**config.mk**
```make
export PLATFORM = sky130hd
export DESIGN_NAME = uart_rx_deser_param
export DESIGN_NICKNAME = d
export VERILOG_FILES = /design/src/rtl/uart_rx_pkg.sv /design/src/rtl/uart_rx_sample_strobe.sv /design/src/rtl/uart_rx_deser_param.sv
export SDC_FILE = /design/constraint.sdc
export NUM_CORES = 1
export LEC_CHECK = 0
export CORE_MARGIN = 2
export CORE_UTILIZATION = 55
export DETAILED_ROUTE_END_ITERATION = 6
export PLACE_DENSITY = 0.85
export SYNTH_ARGS = -nofsm -noshare
export SYNTH_HDL_FRONTEND = slang
export SYNTH_SLANG_ARGS = --single-unit
```
**constraint.sdc**
```tcl
create_clock -name clk -period 5.6 [get_ports clk]
set_input_delay 1.12 -clock clk [delete_from_list [all_inputs] [get_ports clk]]
set_output_delay 1.12 -clock clk [all_outputs]
set_load 0.02 [all_outputs]
```
**src/rtl/uart_rx_pkg.sv**
```systemverilog
// Shared types and constants for the UART RX deserializer and its checkers.
package uart_rx_pkg;

  typedef enum logic [1:0] {
    IDLE  = 2'd0,
    SHIFT = 2'd1,
    HOLD  = 2'd2
  } deser_state_t;

  localparam int unsigned SAMPLE_OFFSET  = 2;
  localparam int unsigned DATA_WIDTH_MAX = 16;
  localparam logic        PARITY_EVEN    = 1'b0;
  localparam logic        PARITY_ODD     = 1'b1;

endpackage

```
**src/rtl/uart_rx_sample_strobe.sv**
```systemverilog
// Mid-bit sample strobe: fires when edge_count reaches Prescale/2 + SAMPLE_OFFSET.
module uart_rx_sample_strobe
  import uart_rx_pkg::*;
#(
  parameter int unsigned PRESC_W = 6,
  parameter int unsigned EDGE_W  = 5
) (
  input  logic               enable,
  input  logic [PRESC_W-1:0] prescale,
  input  logic [EDGE_W-1:0]  edge_count,
  output logic               strobe
);

  // Compare wide enough that neither Prescale/2+offset nor edge_count is truncated.
  localparam int unsigned CMP_W = (EDGE_W > PRESC_W + 1) ? EDGE_W : PRESC_W + 1;

  logic [CMP_W-1:0] target;
  logic [CMP_W-1:0] edge_ext;

  assign target   = CMP_W'({1'b0, prescale} >> 1) + CMP_W'(SAMPLE_OFFSET);
  assign edge_ext = CMP_W'(edge_count);
  assign strobe   = enable && (edge_ext == target);

endmodule

```
**src/rtl/uart_rx_deser_param.sv**
```systemverilog
// Parametrised UART RX deserializer with run-time length, bit order and done pulse.
// Optional parity calculation enabled by macro UART_RX_DESER_PARITY_EN.
module uart_rx_deser_param
  import uart_rx_pkg::*;
#(
  parameter  int unsigned DATA_WIDTH = 8,
  parameter  int unsigned PRESC_W    = 6,
  parameter  int unsigned EDGE_W     = 5,
  localparam int unsigned CNT_W      = $clog2(DATA_WIDTH + 1)
) (
  input  logic                  clk,
  input  logic                  rst,
  input  logic                  sampled_bit,
  input  logic                  deser_en,
  input  logic [PRESC_W-1:0]    Prescale,
  input  logic [EDGE_W-1:0]     edge_count,
  input  logic [CNT_W-1:0]      data_len,
  input  logic                  msb_first,
  output logic [DATA_WIDTH-1:0] P_DATA,
  output logic                  deser_done,
  output logic [CNT_W-1:0]      bit_cnt
`ifdef UART_RX_DESER_PARITY_EN
  ,
  input  logic                  par_type,
  output logic                  par_calc
`endif
);

  localparam logic [CNT_W-1:0] MAX_LEN = CNT_W'(DATA_WIDTH);

  deser_state_t          state, state_nxt;
  logic [DATA_WIDTH-1:0] shift_reg, shift_nxt, pdata_nxt;
  logic [CNT_W-1:0]      cnt_nxt, eff_len, eff_len_nxt, len_sel;
  logic                  order_msb, order_nxt, done_nxt, strobe;
`ifdef UART_RX_DESER_PARITY_EN
  logic                  par_odd, par_odd_nxt, par_nxt;
`endif

  uart_rx_sample_strobe #(
    .PRESC_W (PRESC_W),
    .EDGE_W  (EDGE_W)
  ) u_strobe (
    .enable     (deser_en),
    .prescale   (Prescale),
    .edge_count (edge_count),
    .strobe     (strobe)
  );

  assign len_sel = ((data_len == '0) || (data_len > MAX_LEN)) ? MAX_LEN : data_len;

  always_comb begin
    state_nxt   = state;
    shift_nxt   = shift_reg;
    cnt_nxt     = bit_cnt;
    eff_len_nxt = eff_len;
    order_nxt   = order_msb;
    pdata_nxt   = P_DATA;
    done_nxt    = 1'b0;
`ifdef UART_RX_DESER_PARITY_EN
    par_odd_nxt = par_odd;
    par_nxt     = par_calc;
`endif
    case (state)
      IDLE: begin
        if (deser_en) begin
          eff_len_nxt = len_sel;
          order_nxt   = msb_first;
          shift_nxt   = '0;
          cnt_nxt     = '0;
`ifdef UART_RX_DESER_PARITY_EN
          par_odd_nxt = par_type;
`endif
          state_nxt   = SHIFT;
        end
      end
      SHIFT: begin
        // strobe already requires deser_en, so an abort never captures a bit
        if (!deser_en) begin
          shift_nxt = '0;
          cnt_nxt   = '0;
          state_nxt = IDLE;
        end else if (strobe) begin
          if (order_msb) begin
            shift_nxt = {shift_reg[DATA_WIDTH-2:0], sampled_bit};
          end else begin
            for (int unsigned i = 0; i < DATA_WIDTH; i++) begin
              if (bit_cnt == CNT_W'(i)) shift_nxt[i] = sampled_bit;
            end
          end
          cnt_nxt = bit_cnt + CNT_W'(1);
          if (cnt_nxt == eff_len) begin
            pdata_nxt = shift_nxt;
            done_nxt  = 1'b1;
`ifdef UART_RX_DESER_PARITY_EN
            // bits above eff_len are zero, so full-width XOR equals the eff_len slice
            par_nxt   = (^shift_nxt) ^ par_odd;
`endif
            state_nxt = HOLD;
          end
        end
      end
      HOLD: begin
        if (!deser_en) begin
          cnt_nxt   = '0;
          state_nxt = IDLE;
        end
      end
      default: state_nxt = IDLE;
    endcase
  end

  always_ff @(posedge clk or negedge rst) begin
    if (!rst) begin
      state      <= IDLE;
      shift_reg  <= '0;
      bit_cnt    <= '0;
      eff_len    <= MAX_LEN;
      order_msb  <= 1'b0;
      P_DATA     <= '0;
      deser_done <= 1'b0;
`ifdef UART_RX_DESER_PARITY_EN
      par_odd    <= PARITY_EVEN;
      par_calc   <= 1'b0;
`endif
    end else begin
      state      <= state_nxt;
      shift_reg  <= shift_nxt;
      bit_cnt    <= cnt_nxt;
      eff_len    <= eff_len_nxt;
      order_msb  <= order_nxt;
      P_DATA     <= pdata_nxt;
      deser_done <= done_nxt;
`ifdef UART_RX_DESER_PARITY_EN
      par_odd    <= par_odd_nxt;
      par_calc   <= par_nxt;
`endif
    end
  end

endmodule
```
== Word-level counts from Yosys, hierarchy flattened ==
Index checks and enable logic that the tools add are counted.

* Logic and storage cells: 66
* Register bits: 28
* Output and inout bits: 13
* Input bits: 20

* Eq/ne operators: 15
* Mux-type cells: 29
* Add/sub/neg operators: 2
* $lt $le $gt $ge: 1
* Reduce and logical (&&, ||, !) cells: 12

{| class="wikitable"
|+ Operator list
! kind !! count
|-
| $mux W8 || 4
|-
| $mux W4 || 5
|-
| $eq A4 B3 Y1 const B || 4
|-
| $pmux W8 S2 || 1
|-
| $mux W1 || 12
|-
| $pmux W4 S3 || 1
|-
| $reduce_and A4 Y1 || 3
|-
| $mux W2 || 5
|-
| $eq A4 B2 Y1 const B || 2
|-
| $logic_not A4 Y1 || 2
|-
| $eq A5 B7 Y1 || 1
|-
| $add A5 B2 Y6 const B || 1
|-
| $ne A3 B3 Y1 const B || 2
|-
| $pmux W2 S3 || 1
|-
| $add A4 B1 Y4 const B || 1
|-
| $eq A4 B1 Y1 const B || 1
|-
| $eq A4 B4 Y1 || 1
|-
| $gt A4 B4 Y1 const B || 1
|-
| $ne A2 B2 Y1 const B || 2
|-
| $reduce_and A3 Y1 || 1
|-
| $reduce_bool A3 Y1 || 1
|-
| $eq A2 B1 Y1 const B || 1
|-
| $eq A2 B2 Y1 const B || 1
|-
| $logic_not A2 Y1 || 1
|-
| other kinds (4) || 4
|}

== Longest topological paths before layout ==
Gate-level depths: netlist (run 1).

* Depth in word-level cells: 6
* Depth in mapped cells: 7
* Depth with buffers taken out: 7

== Cells and area by module ==
Synthesis (run 1) repeated with hierarchy kept, for this count alone.

* Cells, all modules: 149
* Area, all modules: 1607.8 um^2

{| class="wikitable"
|+ Modules (own cells, without submodules)
! module !! cells each !! instances !! area an instance (um^2) !! seq. area each (um^2)
|-
| uart_rx_deser_param || 136 || 1 || 1502.7 || 701.9
|-
| uart_rx_sample_strobe || 13 || 1 || 105.1 || 0.0
|}

== Worst setup path after synthesis (run 1) ==
OpenSTA, ideal clock, no wires.

* Path type: input to register
* Start: in Prescale[2]
* End: reg P_DATA[0]
* Stages: 7
* Required time: 5.475 ns
* Slack: 2.855 ns
* Data arrival time: 2.620 ns
* Cells stage by stage: ha_1 -> xnor2_1 -> nand4_1 -> nor4_2 -> and3_1 -> buf_6 -> mux2_2

* Longest elaborated chain between the ends: 4

{| class="wikitable"
|+ RTL lines
! element !! line !! RTL
|-
| start: declaration || uart_rx_deser_param.sv:15 || <nowiki>input logic [PRESC_W-1:0] Prescale,</nowiki>
|-
| $add A5 B2 Y6 || uart_rx_sample_strobe.sv:20 || <nowiki>assign target = CMP_W'({1'b0, prescale} >> 1) + CMP_W'(SAMPLE_OFFSET);</nowiki>
|-
| $eq A5 B7 Y1 || uart_rx_sample_strobe.sv:22 || <nowiki>assign strobe = enable && (edge_ext == target);</nowiki>
|-
| $logic_and A1 B1 Y1 || uart_rx_sample_strobe.sv:22 ||
|-
| $reduce_and A4 Y1 (no source line) || - ||
|-
| end signal: assignment || uart_rx_deser_param.sv:131 || <nowiki>P_DATA <= pdata_nxt;</nowiki>
|-
| end: declaration || uart_rx_deser_param.sv:19 || <nowiki>output logic [DATA_WIDTH-1:0] P_DATA,</nowiki>
|}

Every way passes these cells.
A chain may end at the register's enable or synchronous reset.

== Worst setup path after layout (run 1) ==
* Start: in Prescale[2]
* End: reg P_DATA[3]

The elaborated chain is that of the path after synthesis.

==> results of run 1 <==
-- cell families (layout without fill, tap and decap cells) --
family,count (synthesis),count (layout),share of synthesized area (%)
simple gates,53,53,17.0
compound gates,40,40,14.7
flops,28,28,42.4
mux,18,18,11.6
xor+xnor,15,15,7.93
buf+inv,9,39,2.64
fa+ha+maj,5,5,3.78
-- power breakdown --
part	internal, W	switching [W]	total (W)
sequential	0.000208	0.00000828	0.000216
clock	0.0000725	0.0000647	0.000137
combinational	0.0000275	0.0000292	0.0000567
-- layout make-up --
cell class | instances | area [um2] | share of cell area (%)
Multi-Input combinational cell | 131 | 911 | 44.7
Sequential cell | 28 | 702 | 34.5
Timing Repair Buffer | 33 | 325 | 16.0
Tap cell | 31 | 38.8 | 1.90
Clock inverter | 1 | 30.0 | 1.47
Clock buffer | 3 | 22.5 | 1.11
Inverter | 2 | 7.51 | 0.369
-- stage by stage --
| step | hold slack (ps) | total power [W] |
|---|---|---|
| 2_1_floorplan | 471 | 0.000248 |
| 4_1_cts | 530 | 0.000412 |
| 3_5_place_dp | 495 | 0.000277 |
| 6_report | 527 | 0.000410 |
| 3_3_place_gp | 489 | 0.000273 |
| 5_1_grt | 537 | 0.000423 |
-- worst min path at each step --
stage	end	slack (ps)
final	P_DATA[5]$_DFFE_PN0P_	530
after global routing	P_DATA[4]$_DFFE_PN0P_	540
after CTS	P_DATA[5]$_DFFE_PN0P_	530
after detailed placement	P_DATA[5]$_DFFE_PN0P_	490
after global placement	P_DATA[3]$_DFFE_PN0P_	490
after floorplan	shift_reg[7]$_DFFE_PN0P_	470
-- worst max-delay path: stages --
cell and delay (ps):
clkdlybuf4s50_1 460, ha_1 330, xnor2_1 200, nand4_1 150, nor4_2 240, buf_4 240
and3_1 410, mux2_2 380
-- cells in the mapped netlist, drive strengths merged (2+ instances only) --
master,count,share of area [%]
nor3b,3,1.4
xnor2,9,4.8
a21oi,3,0.91
mux2i,8,4.8
nand3b,8,3.6
nor2,4,0.91
dfrtp,27,41
o31ai,2,0.91
o21ai,23,6.9
and3,2,0.76
a22oi,8,3.6
nand2,22,5.0
buf,3,1.3
nor4,2,1.1
inv,2,0.45
nand2b,2,0.76
clkbuf,4,0.91
ha,5,3.8
mux2,10,6.8
nand3,5,1.5
xor2,6,3.2
-- per-layer routing --
layer	part of all wire, %	GRT usage (%)
met1	43	32.5
met2	50	38.9
met3	4.9	2.86
met4	1.6	12.7
met5	0	0
==> run metrics, run 1 <==
via count=roughly 1400; GRT Total Usage=approximately a quarter; max-slew violations=0; syn nets=~190; crit share post-route=58.7%; Yosys warnings=0; worst path arrival time=~3500 ps; Post-DP HPWL=around 2700 um; most common cell after layout, fill and taps aside=clkdlybuf4s50_1; CP endpoint=P_DATA[3]$_DFFE_PN0P_; pre-CTS setup slack=around 1900 ps; Die Span Y=58.9 um; sequential cell area fraction in the yosys report=about 42%; Yosys reg bits=28; hold_buf cts=0; final WL=3700 um; Detailed Route Iter0 Violations=57; CP startpoint=Prescale[2]; Row Count=19; Ant. Diodes=0; CORE AREA=between 2000 and 3000 um2; first-pass GRT wire length=~6300 um; Inst Count DP=between 200 and 250; TritonCTS Buffers=3; Post-CTS Setup Repair Bufs=0; CTS tree=yes; worst setup margin=2310 ps; most frequent cells in the layout=clkdlybuf4s50_1 (31), dfrtp_1 (27), o21ai_0 (23); DR WL/cell=between 15 and 20 um; CTS root buffer=clkbuf_4; area grow syn2layout=23.0%; final hold violations=0; die area=approximately 3500 um2; pin count of the biggest net entering global routing=29; Crit. End Element=register; clock-pin transition on the worst setup and hold timing paths=between 150 and 200 ps; Die Wd=~59 um; Worst R2R Start=bit_cnt[0]$_DFFE_PN0P_; startpoint types=primary input; Final #Nets=224; relative slew slack=a little over half; min Tclk post-route=3290 ps; vias in the first global route=~1400; RR Endpoint=P_DATA[3]$_DFFE_PN0P_; Hold Crit Start=P_DATA[5]$_DFFE_PN0P_; worst vdd ir=between 0.00015 and 0.0002 V; Starting Density=59.1%; area post-placement=between 1500 and 2000 um2; post-layout util=72.6%; Clock Skews=just over 1 ps; Primary FF master, synth=dfrtp_1; critical path peak fanout=12; Leak=about 0.84 nW; DRC viols=2; outcome=finished with violations; antenna-violating nets left=0; reg-to-reg slack, setup=roughly 3000 ps; count of different cell masters after synthesis=33; pwr/cell area=201 nW/um2; max_cap viols=0; Post-CTS Resized=0; Final Non-Filler Cells=roughly 230; post-synthesis cell count=roughly 170; RSZ-0062 raised after global routing=no; EDFF count, synth=0; total grt overflow=0; via/cell ratio=6.04; Worst EP required=slightly below 6000 ps; synthesized cell area=1660 um2; clk_lat worst skew=340 ps; critical path class=primary input to register; setup TNS=0 ps; Placer Congestion=0.812; final setup violation count=0; post-route cell area=2040 um2; Clock Path Buffers=2; Async SR Flop Fraction=100%; syn_area_per_cell=a little under 10 um2; failing checks=DRC; port buffer count=31; First-pass DRT Iterations=6; # H-tree levels=1; TritonCTS Sinks=28; measured slew at the worst slew-check pin=roughly 700 ps; total I/O pin count=33; WHS Path Cells=1; Reg2Reg Depth=6; fraction of layout cells with a size suffix above 1=9.60%; fmax=304 MHz; HP Class=register to register; Fill cells=219; initial antenna violation count=0
No activity file was read; power rests on OpenSTA's default activity.
==> inputs of run 2 (changes only) <==
--- a/config.mk
+++ b/config.mk
@@ -6,9 +6,9 @@
 export NUM_CORES = 1
 export LEC_CHECK = 0
 export CORE_MARGIN = 2
-export CORE_UTILIZATION = 55
+export CORE_UTILIZATION = 51
 export DETAILED_ROUTE_END_ITERATION = 6
-export PLACE_DENSITY = 0.85
+export PLACE_DENSITY = 0.8
 export SYNTH_ARGS = -nofsm -noshare
 export SYNTH_HDL_FRONTEND = slang
 export SYNTH_SLANG_ARGS = --single-unit
==> constraint.sdc (replaced) <==
create_clock -name clk -period 3.4 [get_ports clk]
set_input_delay 0.68 -clock clk [delete_from_list [all_inputs] [get_ports clk]]
set_output_delay 0.68 -clock clk [all_outputs]
set_load 0.02 [all_outputs]
==> run 2 against run 1 <==
  * The run now ends clean
  * Total power increased by 63%
  * Final cell count is 5.7% higher
  * Wire length shrank 6.6%
==> run metrics, run 2 (synthesis gave the netlist of run 1 again) <==
Final #Nets=224 (unchanged); final hold violations=0 (unchanged); max-slew violations=0 (unchanged); most frequent cells in the layout=clkdlybuf4s50_1 (31), dfrtp_1 (27), o21ai_0 (23); total I/O pin count=33 (unchanged); Post-CTS Resized=0 (unchanged); Post-CTS Setup Repair Bufs=0 (unchanged); HP Class=register to register; Hold Path Sink=P_DATA[2]$_DFFE_PN0P_; Fill cells=271 (+24%); max_cap viols=0 (unchanged); CP startpoint=Prescale[2]; fraction of layout cells with a size suffix above 1=9.60% (unchanged); CTS tree=yes; fmax=around 360 MHz; First-pass DRT Iterations=4 (-2); hold_buf cts=0 (unchanged); Row Count=20 (+1); reg-to-reg slack, setup=810 ps (-2170 ps); Post-DP HPWL=2550 um (-5.2%); via/cell ratio=5.55 (-8.2%); Worst EP required=3640 ps (-2210 ps); critical path class=primary input to register; pwr/cell area=326 nW/um2 (+62%); relative slew slack=56.8% (+3.6 points); Placer Congestion=0.832 (+2.4%); GRT Total Usage=21.3% (-3.0 points); first-pass GRT wire length=5860 um (-6.7%); worst vdd ir=0.000166 V (-7.7%); pin count of the biggest net entering global routing=29 (unchanged); setup TNS=0 ps (unchanged); Die Wd=61.0 um (+3.6%); outcome=finished clean; clock-pin transition on the worst setup and hold timing paths=160 ps (about the same); RSZ-0062 raised after global routing=no; critical path peak fanout=8 (-4); die area=3720 um2 (+7.3%); Die Span Y=61.0 um (+3.6%); post-route cell area=2050 um2 (+0.80%); via count=1343 (-3.0%); CTS root buffer=clkbuf_4; Detailed Route Iter0 Violations=71 (+25%); WHS Path Cells=1 (unchanged); Starting Density=53.8% (-5.2 points); Crit. End Element=register; initial antenna violation count=0 (unchanged); TritonCTS Buffers=3 (unchanged); TritonCTS Sinks=28 (unchanged); CORE AREA=3080 um2 (+9.7%); final setup violation count=0 (unchanged); worst path arrival time=3050 ps (-490 ps); Final Non-Filler Cells=242 (+5.7%); measured slew at the worst slew-check pin=646 ps (-54.1 ps); total grt overflow=0 (unchanged); final WL=3460 um (-6.6%); FF/Latch Area=702 um2 (unchanged); Hold Crit Start=P_DATA[2]$_DFFE_PN0P_; Worst R2R Start=bit_cnt[0]$_DFFE_PN0P_; most common cell after layout, fill and taps aside=clkdlybuf4s50_1; crit share post-route=approximately 83%; antenna-violating nets left=0 (unchanged); port buffer count=31 (unchanged); DRC viols=0 (-2); # H-tree levels=1 (unchanged); area post-placement=2000 um2 (+0.82%); Clock Skews=9.66 ps (+8.65 ps); Reg2Reg Depth=6 (unchanged); RR Endpoint=P_DATA[3]$_DFFE_PN0P_; min Tclk post-route=2810 ps; Leak=0.843 nW (unchanged); area grow syn2layout=23.9%; DR WL/cell=14.3 um (-12%); Inst Count DP=238 (+5.8%); startpoint types=primary input; clk_lat worst skew=330 ps (about the same); Clock Path Buffers=2 (unchanged); multi-input logic area=911 um2 (unchanged); vias in the first global route=1304 (-6.5%); Ant. Diodes=0 (unchanged); total power=0.000670 W (+63%)
-- run 2: cell counts in the layout (fill, tap and decap cells not counted) --
No cell type changed its count.
-- run 2: per-layer routing --
metal / up-vias / GRT usage [%] / share of wire [%]
met4: 0 / 8.07 / 0.52
li1: 666 / - / -
met5: - / 0 / 0
met3: 2 / 1.92 / 4.2
met1: 648 / 28.5 / 47
met2: 27 / 35.8 / 48
-- run 2: worst max-delay path by stage --
stage / to / slack [ps]
3_3_place_gp: P_DATA[1]$_DFFE_PN0P_ / 380
2_1_floorplan: P_DATA[0]$_DFFE_PN0P_ / 1100
5_1_grt: P_DATA[0]$_DFFE_PN0P_ / 480
3_5_place_dp: P_DATA[3]$_DFFE_PN0P_ / 240
6_report: P_DATA[3]$_DFFE_PN0P_ / 590
4_1_cts: P_DATA[3]$_DFFE_PN0P_ / 620
-- run 2: final cells by class --
class | instances | share of cell area, %
multi-input combinational | 131 | 44.4
sequential | 28 | 34.2
clock buffer | 3 | 1.10
timing repair buffer | 33 | 15.8
clock inverter | 1 | 1.46
inverter | 2 | 0.366
tap | 44 | 2.68
-- run 2: stage by stage --
step | utilization (%) | hold slack (ps) | setup WS [ps]
3_3_place_gp | 65.0 | 490 | 383
6_report | 66.7 | 528 | 594
4_1_cts | 66.7 | 530 | 619
3_5_place_dp | 65.0 | 495 | 244
2_1_floorplan | - | 384 | 1100
5_1_grt | 66.7 | 545 | 483
-- run 2: worst max-delay path, stage by stage --
cell,delay (ps)
clkdlybuf4s50_1,480
ha_1,330
xnor2_1,200
nand4_1,180
nor4_2,320
and3_1,470
mux2_2,380
-- run 2: report_power, final --
part	switching [W]	internal [W]
clock	0.000102	0.000119
sequential	0.0000134	0.000343
combinational	0.0000470	0.0000453
==> inputs of run 3 (changes only) <==
==> constraint.sdc (replaced) <==
create_clock -name clk -period 2.9 [get_ports clk]
set_input_delay 0.58 -clock clk [delete_from_list [all_inputs] [get_ports clk]]
set_output_delay 0.58 -clock clk [all_outputs]
set_load 0.02 [all_outputs]
==> run 3 against run 2 <==
  * First-iteration DRC count is 35% lower
  * Worst setup slack got worse by 240 ps
  * Critical path depth rose by 1
==> run metrics, run 3 (synthesis gave the netlist of run 1 again) <==
fraction of layout cells with a size suffix above 1=11.4% (+1.8 points); Reg2Reg Depth=7 (+1); DR WL/cell=15.1 um (+5.8%); First-pass DRT Iterations=4 (unchanged); area grow syn2layout=26.5%; Die Span Y=61.0 um (unchanged); final hold violations=0 (unchanged); Detailed Route Iter0 Violations=46 (-35%); Hold Crit Start=P_DATA[4]$_DFFE_PN0P_; CP endpoint=P_DATA[0]$_DFFE_PN0P_; pwr/cell area=377 nW/um2 (+15%); Post-DP HPWL=2750 um (+7.5%); reg-to-reg slack, setup=560 ps (-250 ps); TritonCTS Buffers=3 (unchanged); RR Endpoint=P_DATA[0]$_DFFE_PN0P_; total I/O pin count=33 (unchanged); pin count of the biggest net entering global routing=29 (unchanged); via count=1389 (+3.4%); max_cap viols=0 (unchanged); clock share of power=32.9% (-0.2 points); Final Non-Filler Cells=246 (+1.7%); critical path class=primary input to register; total grt overflow=0 (unchanged); relative slew slack=55.6% (-1.2 points); most common cell after layout, fill and taps aside=clkdlybuf4s50_1; Worst R2R Start=bit_cnt[0]$_DFFE_PN0P_; most frequent cells in the layout=clkdlybuf4s50_1 (31), dfrtp_1 (27), o21ai_0 (23); TritonCTS Sinks=28 (unchanged); critical path peak fanout=8 (unchanged); DRC viols=0 (unchanged); Psw=0.000193 W (+18%); Die Wd=61.0 um (unchanged); Clock Path Buffers=2 (unchanged); measured slew at the worst slew-check pin=665 ps (+18.6 ps); crit share post-route=roughly 88%; min Tclk post-route=between 2000 and 3000 ps; CP startpoint=Prescale[2]; CTS tree=yes; CTS root buffer=clkbuf_4; first-pass GRT wire length=6150 um (+5.1%); Ant. Diodes=0 (unchanged); die area=3720 um2 (unchanged); final WL=3720 um (+7.6%); via/cell ratio=5.65 (+1.7%); port buffer count=31 (unchanged); Inst Count DP=242 (+1.7%); HP Class=register to register; switch share=24.4% (+0.12 points); Row Count=20 (unchanged); Final #Nets=228 (+1.8%); Crit. End Element=register; outcome=finished clean; clock-pin transition on the worst setup and hold timing paths=150 ps (about the same); startpoint types=primary input; fmax=between 300 and 400 MHz; final setup violation count=0 (unchanged); max-slew violations=0 (unchanged); Clock Skews=6.16 ps (-3.50 ps); CORE AREA=3080 um2 (unchanged); RSZ-0062 raised after global routing=no; initial antenna violation count=0 (unchanged); hold_buf cts=0 (unchanged); vias in the first global route=1354 (+3.8%); antenna-violating nets left=0 (unchanged); Post-CTS Resized=0 (unchanged); Combinational Power Share=14.2% (+0.4 points); Placer Congestion=0.822 (-1.2%); Seq pwr share=52.8% (-0.4 points); worst vdd ir=0.000256 V (+54%); internal power=0.000597 W (+18%); setup TNS=0 ps (unchanged); Post-CTS Setup Repair Bufs=0 (unchanged); Leak=0.865 nW (+2.6%); worst path arrival time=2780 ps (-270 ps); GRT Total Usage=22.4% (+1.2 points); # H-tree levels=1 (unchanged); clk_lat worst skew=330 ps (about the same); Worst EP required=3130 ps (-510 ps); Starting Density=53.8% (unchanged)
==> run 3: changes by cell type in the layout (fill, tap and decap cells not counted) <==
cell	before	now
buf_4	2	5
buf_12	0	1
==> run 3: worst min path at each step <==
stage / end / depth (start not counted)
after floorplan: P_DATA[0]$_DFFE_PN0P_ / 0
after global placement: shift_reg[7]$_DFFE_PN0P_ / 2
after detailed placement: P_DATA[2]$_DFFE_PN0P_ / 1
after CTS: P_DATA[2]$_DFFE_PN0P_ / 1
after global routing: P_DATA[2]$_DFFE_PN0P_ / 1
final: P_DATA[4]$_DFFE_PN0P_ / 1
==> run 3: worst max-delay path, cell delays in order <==
cell	delay [ps]
clkdlybuf4s50_1	470
ha_1	330
xnor2_1	190
nand4_1	170
nor4_2	320
and3_1	260
buf_12	140
mux2_2	330
==> run 3: through the flow <==
step | total power, W | worst slack, ps | area [um2] | util (%) | hold slack, ps
after floorplan | 0.000479 | 650 | 1660 | - | 284
after global placement | 0.000531 | 117 | 2040 | 66.4 | 489
after detailed placement | 0.000536 | 44.9 | 2040 | 66.4 | 495
after CTS | 0.000799 | 409 | 2100 | 68.1 | 530
after global routing | 0.000825 | 348 | 2100 | 68.1 | 543
final | 0.000790 | 353 | 2100 | 68.1 | 524
==> run 3: final cells by class <==
type / count / area [um2]
fill: 257 / 982
multi-input combinational: 131 / 911
sequential: 28 / 702
timing repair buffer: 37 / 368
tap: 44 / 55.1
clock inverter: 1 / 30.0
clock buffer: 3 / 22.5
inverter: 2 / 7.51
==> run 3: routing by layer <==
layer  GRT usage, %  share of wire, %
met1           29.9                45
met2           36.9                50
met3           2.13               3.9
met4           10.2               1.5
met5              0                 0
==> run 3: power groups by stage <==
| stage | sequential [W] | clock [W] | combinational, W |
|---|---|---|---|
| final | 0.000417 | 0.000260 | 0.000112 |
| after global routing | 0.000420 | 0.000281 | 0.000123 |
| after CTS | 0.000417 | 0.000269 | 0.000112 |
| after detailed placement | 0.000424 | 0 | 0.000111 |
| after global placement | 0.000424 | 0 | 0.000107 |
| after floorplan | 0.000417 | 0 | 0.0000619 |
==> edit 1: new RTL, config.mk and constraints of run 2 <==
Take the reset off `shift_reg` and `P_DATA` and load them in a clocked block of their own.
--- a/src/rtl/uart_rx_deser_param.sv
+++ b/src/rtl/uart_rx_deser_param.sv
@@ -113,9 +113,7 @@
     if (!rst) begin
       state      <= IDLE;
-      shift_reg  <= '0;
       bit_cnt    <= '0;
       eff_len    <= MAX_LEN;
       order_msb  <= 1'b0;
-      P_DATA     <= '0;
       deser_done <= 1'b0;
 `ifdef UART_RX_DESER_PARITY_EN
@@ -125,9 +123,7 @@
     end else begin
       state      <= state_nxt;
-      shift_reg  <= shift_nxt;
       bit_cnt    <= cnt_nxt;
       eff_len    <= eff_len_nxt;
       order_msb  <= order_nxt;
-      P_DATA     <= pdata_nxt;
       deser_done <= done_nxt;
 `ifdef UART_RX_DESER_PARITY_EN
@@ -138,3 +134,8 @@
   end
 
+  always_ff @(posedge clk) begin
+    shift_reg <= shift_nxt;
+    P_DATA    <= pdata_nxt;
+  end
+
 endmodule
Function: differs if rst is asserted again (counterexample within 4 cycles, from zero or initial values and one cycle with rst low); with rst held inactive, the same outputs for 10 cycles.
==> edit 1 against run 2 <==
- global-route usage is 2.5 points lower
- routed wire length is 12% lower
- maximum frequency is 6.5% higher
- power is 4.0% lower
- critical path depth is 2 lower
- worst setup slack better by 170 ps
- sequential cell count stayed put
- final area is 4.8% lower
- count of clock-buffer cells in the layout stayed put
- area after synthesis is 4.4% lower
- largest power group unchanged
==> edit 1: results (changes against run 2) <==
[outcome]
outcome = completed

[synth]
synthDistinctLibCells = 36  ; +9.1%
ys.warnings.count = 0  ; unchanged
synth.yosys.seq_area_share = 0.494  ; +0.0700
synth_edf_count = 16  ; +16
async_reset_ff_frac = 0.429  ; -0.571
ys.flop_type = edfxtp_1
synth.top_cells.by_area = edfxtp_1 30%, dfrtp_1 17%, mux2i_1 5.1%, ha_1 3.9%, xnor2_1 3.9%
synth_common_cells = 16 x edfxtp_1, 13 x nand2_1, 11 x dfrtp_1, 11 x o21ai_0
syn-num-nets = 177  ; -8.3%

[clock_network]
numCtsBuffers = 3  ; unchanged
cts-resized-gates = 0  ; unchanged
clkSlewWorstSetupHoldPaths_ps = 150
clock_path_buffers = 2  ; unchanged
htree_levels = 1  ; unchanged
postCtsSetupRepairBufs = 0  ; unchanged
clock_latency_ps = 320
cts_root_buffer = clkbuf_4

[timing]
relSlewSlack = 0.624  ; +0.0561
holdWs_ps = 533  ; +5.00 ps
skew_ps = 2.61  ; -7.06 ps

[layout]
layout-drive-gt1-share = 0.0656  ; -0.0304
nFillCells = 247  ; -8.9%
diodes = 0  ; unchanged
final_nets = 209  ; -6.7%

[worst_setup_path]
crit_fanout = 9  ; +1
r2r_cells = 5  ; -1
r2r-start = bit_cnt[0]
r2r_setup_slack_ps = 760  ; -50 ps
rr_endpoint = P_DATA[6]
cp.arrival_ps = 2630  ; -420 ps

[drt]
drtPass1Iterations = 4  ; unchanged
routed_wirelength_um = 3050  ; -12%
drt_iter0_drc = 38  ; -46%
vias = 1209  ; -10%

[min_path]
worst_hold_startpoint = eff_len[3]
whs_path_depth = 2  ; +1
min_to = eff_len[3]
hp-class = flop to flop

[placement]
io_buffers = 31  ; unchanged
gp_congestion = 0.841  ; +1.1%
dp_hpwl_um = 2330  ; -8.6%

[grt]
antenna_found_initial = 0  ; unchanged
grt_max_degree = 17  ; -41%
grt_use_total = 0.188  ; -0.0248
grt_pass1_wl_um = 5080  ; -13%

[pwr]
peakVddDrop_mv = 0.202  ; +22%
p_leak_nw = 0.789  ; -6.3%

-- edit 1: through the flow --
| step | instances | area, um2 | worst slack, ps |
|---|---|---|---|
| after floorplan | 152 | 1580 | 629 |
| after global placement | 212 | 1930 | 485 |
| after detailed placement | 212 | 1930 | 415 |
| after CTS | 216 | 1960 | 762 |
| after global routing | 216 | 1960 | 606 |
| final | 216 | 1960 | 764 |
-- edit 1: power breakdown --
group	leakage [nW]	switching (mW)	total, mW	internal, mW
sequential	0.313	0.0172	0.400	0.383
clock	0.0154	0.0978	0.141	0.0431
combinational	0.461	0.0497	0.103	0.0528
total	0.789	0.165	0.643	0.478
-- edit 1: cell families after synthesis --
family,count (synthesis),synth area share
flops,28,0.494
mux,10,0.0648
buf+inv,16,0.0395
fa+ha+maj,5,0.0395
compound gates,26,0.111
xor+xnor,11,0.0608
simple gates,56,0.190
-- edit 1: worst max path at each step --
stage	from	endpoint	slack [ps]	cells after the start
after floorplan	Prescale[2]	shift_reg[0]	630	5
after global placement	Prescale[2]	shift_reg[3]	480	7
after detailed placement	Prescale[2]	shift_reg[6]	420	7
after CTS	bit_cnt[0]	P_DATA[6]	760	5
after global routing	bit_cnt[0]	P_DATA[6]	610	5
final	bit_cnt[0]	P_DATA[6]	760	5
-- edit 1: final cells by class --
type / count / area, um2 / area share
tap: 33 / 41.3 / 0.0211
timing repair buffer: 34 / 333 / 0.170
sequential: 28 / 782 / 0.400
inverter: 9 / 33.8 / 0.0173
multi-input combinational: 108 / 739 / 0.378
clock inverter: 1 / 3.75 / 0.00192
clock buffer: 3 / 22.5 / 0.0115
-- edit 1: worst max-delay path, cell delays in order, from the launching register on --
cell and delay, ps:
dfrtp_1 540, ha_1 340, xor2_1 250, a41oi_1 160, a2111oi_2 480, and3_1 530
-- edit 1: layer usage --
layer  track usage  wire, um
met5             0         0
met4        0.0635        25
met3        0.0303       112
met2         0.329      1570
met1         0.234      1340
==> edit 2: new RTL, flow settings as in run 2 <==
Made on the original files. `EDGE_W` is set to 5 in 2 places; all go to 4.
--- a/src/rtl/uart_rx_sample_strobe.sv
+++ b/src/rtl/uart_rx_sample_strobe.sv
@@ -4,5 +4,5 @@
 #(
   parameter int unsigned PRESC_W = 6,
-  parameter int unsigned EDGE_W  = 5
+  parameter int unsigned EDGE_W  = 4
 ) (
   input  logic               enable,
--- a/src/rtl/uart_rx_deser_param.sv
+++ b/src/rtl/uart_rx_deser_param.sv
@@ -6,5 +6,5 @@
   parameter  int unsigned DATA_WIDTH = 8,
   parameter  int unsigned PRESC_W    = 6,
-  parameter  int unsigned EDGE_W     = 5,
+  parameter  int unsigned EDGE_W     = 4,
   localparam int unsigned CNT_W      = $clog2(DATA_WIDTH + 1)
 ) (
Interface: changed (resized edge_count); port bits go from 33 to 32. No check against the original RTL was run, so the function may have changed too.
==> edit 2 against run 2 <==
- critical path depth unchanged
- maximum frequency increased by 15%
- sequential cell count unchanged
- area after synthesis shrank 2.0%
- power down 1.7%
- hold slack worse by 5.0 ps
- final area fell by 2.6%
- die area is 1.8% lower
- non-clock buffer count down 1
- routed wire length down 3.8%
- worst setup slack gained 370 ps
- largest cell class unchanged
- highest routed layer unchanged
==> edit 2: results (changes against run 2) <==
[worst_setup_path]
r2r_setup_slack_ps = 1150  ; +340 ps
rr_endpoint = P_DATA[1]
cp.arrival_ps = 2670  ; -380 ps
crit_fanout = 9  ; +1

[synth]
async_reset_ff_frac = 1.00  ; unchanged
synth_xor_xnor_area_share = 0.0593  ; -0.0200
syn_avg_cell_area_um2 = 9.67  ; -2.0%
synth_common_cells = 27 x dfrtp_1, 18 x nand2_1, 18 x o21ai_0
synthMuxAreaShare = 0.112  ; -0.00383
synth.top_cells.by_area = dfrtp_1 42%, mux2_2 6.9%, o21ai_0 5.5%, mux2i_1 4.3%, nand2_1 4.2%
synthDistinctLibCells = 35  ; +6.1%
synth-compound-area-share = 0.139  ; -0.00785
synth-adder-area-share = 0.0385  ; +0.000756
syn-num-nets = 192  ; -0.52%

[pwr]
peakVddDrop_mv = 0.220  ; +32%
switching_share = 0.294  ; +0.0509
comb-power_mw = 0.143  ; +55%
p_leak_nw = 0.848  ; +0.64%
p_int_mw = 0.465  ; -8.3%

[grt]
grt_use_met3 = 0.0341  ; +0.0149
met1_usage = 0.278  ; -0.00660
grt_pass1_wl_um = 5850  ; -0.12%
use_met2 = 0.368  ; +0.0101
grt_use_total = 0.215  ; +0.00171

[layout]
area_delta_synth_final_pct = 23.2
multi_input_area_um2 = 850  ; -6.7%
num-nonclk-buffers = 32  ; -3.0%
num-multi-input-gates = 121  ; -7.6%
inv_count = 14  ; +12
layout-drive-gt1-share = 0.106  ; +0.00957
num-clock-buffers = 4  ; +1
nFillCells = 261  ; -3.7%
sh_seq_area = 0.351  ; +0.00898

[timing]
worstMarginPinSlew_ps = 563  ; -83.5 ps
skew_ps = 4.35  ; -5.32 ps
holdWs_ps = 523  ; -5.04 ps

[drt]
drt_iter0_drc = 55  ; -23%
drt-wirelength-per-cell_um = 13.7  ; -4.2%
routed_wirelength_um = 3330  ; -3.8%
wl_met3_um = 114  ; -21%
wl_met1_um = 1460  ; -11%
via_per_inst = 5.54  ; -0.19%
dr_wl_met2_um = 1720  ; +3.4%

[min_path]
min_to = P_DATA[6]
worst_hold_startpoint = P_DATA[6]

[placement]
dp_hpwl_um = 2460  ; -3.5%
gp_congestion = 0.858  ; +3.1%
io_buffers = 30  ; -3.2%
dp_cells = 239  ; +0.42%
post-place-ws_ps = 575  ; +331 ps

[clock_network]
cts_sinks = 28  ; unchanged

[floorplan]
fp.coreArea_um2 = 3050  ; -0.81%

[outcome]
outcome = completed

-- edit 2: cell count changes after synthesis, sizes merged, moves of 2 or more --
cell    delta
inv       +12
xor2       -2
nand2      -3
o21ai      -5
o31ai      -2
xnor2      -2
nor2       +3
a31oi      +4
o211ai     +2
-- edit 2: how the worst max path moves through the flow --
stage	cells after the start	slack [ps]	start	to
6_report	7	960	Prescale[2]	P_DATA[1]
5_1_grt	7	870	Prescale[2]	P_DATA[0]
4_1_cts	7	940	Prescale[2]	P_DATA[1]
3_5_place_dp	7	570	Prescale[2]	P_DATA[1]
3_3_place_gp	7	630	Prescale[2]	P_DATA[3]
2_1_floorplan	6	1230	Prescale[2]	P_DATA[0]
-- edit 2: worst max-delay path, stage by stage --
cell and delay [ps]:
clkdlybuf4s50_1 470, ha_1 260, xor2_1 180, or3_1 370, a31oi_2 190, nand2_2 200
mux2_2 330
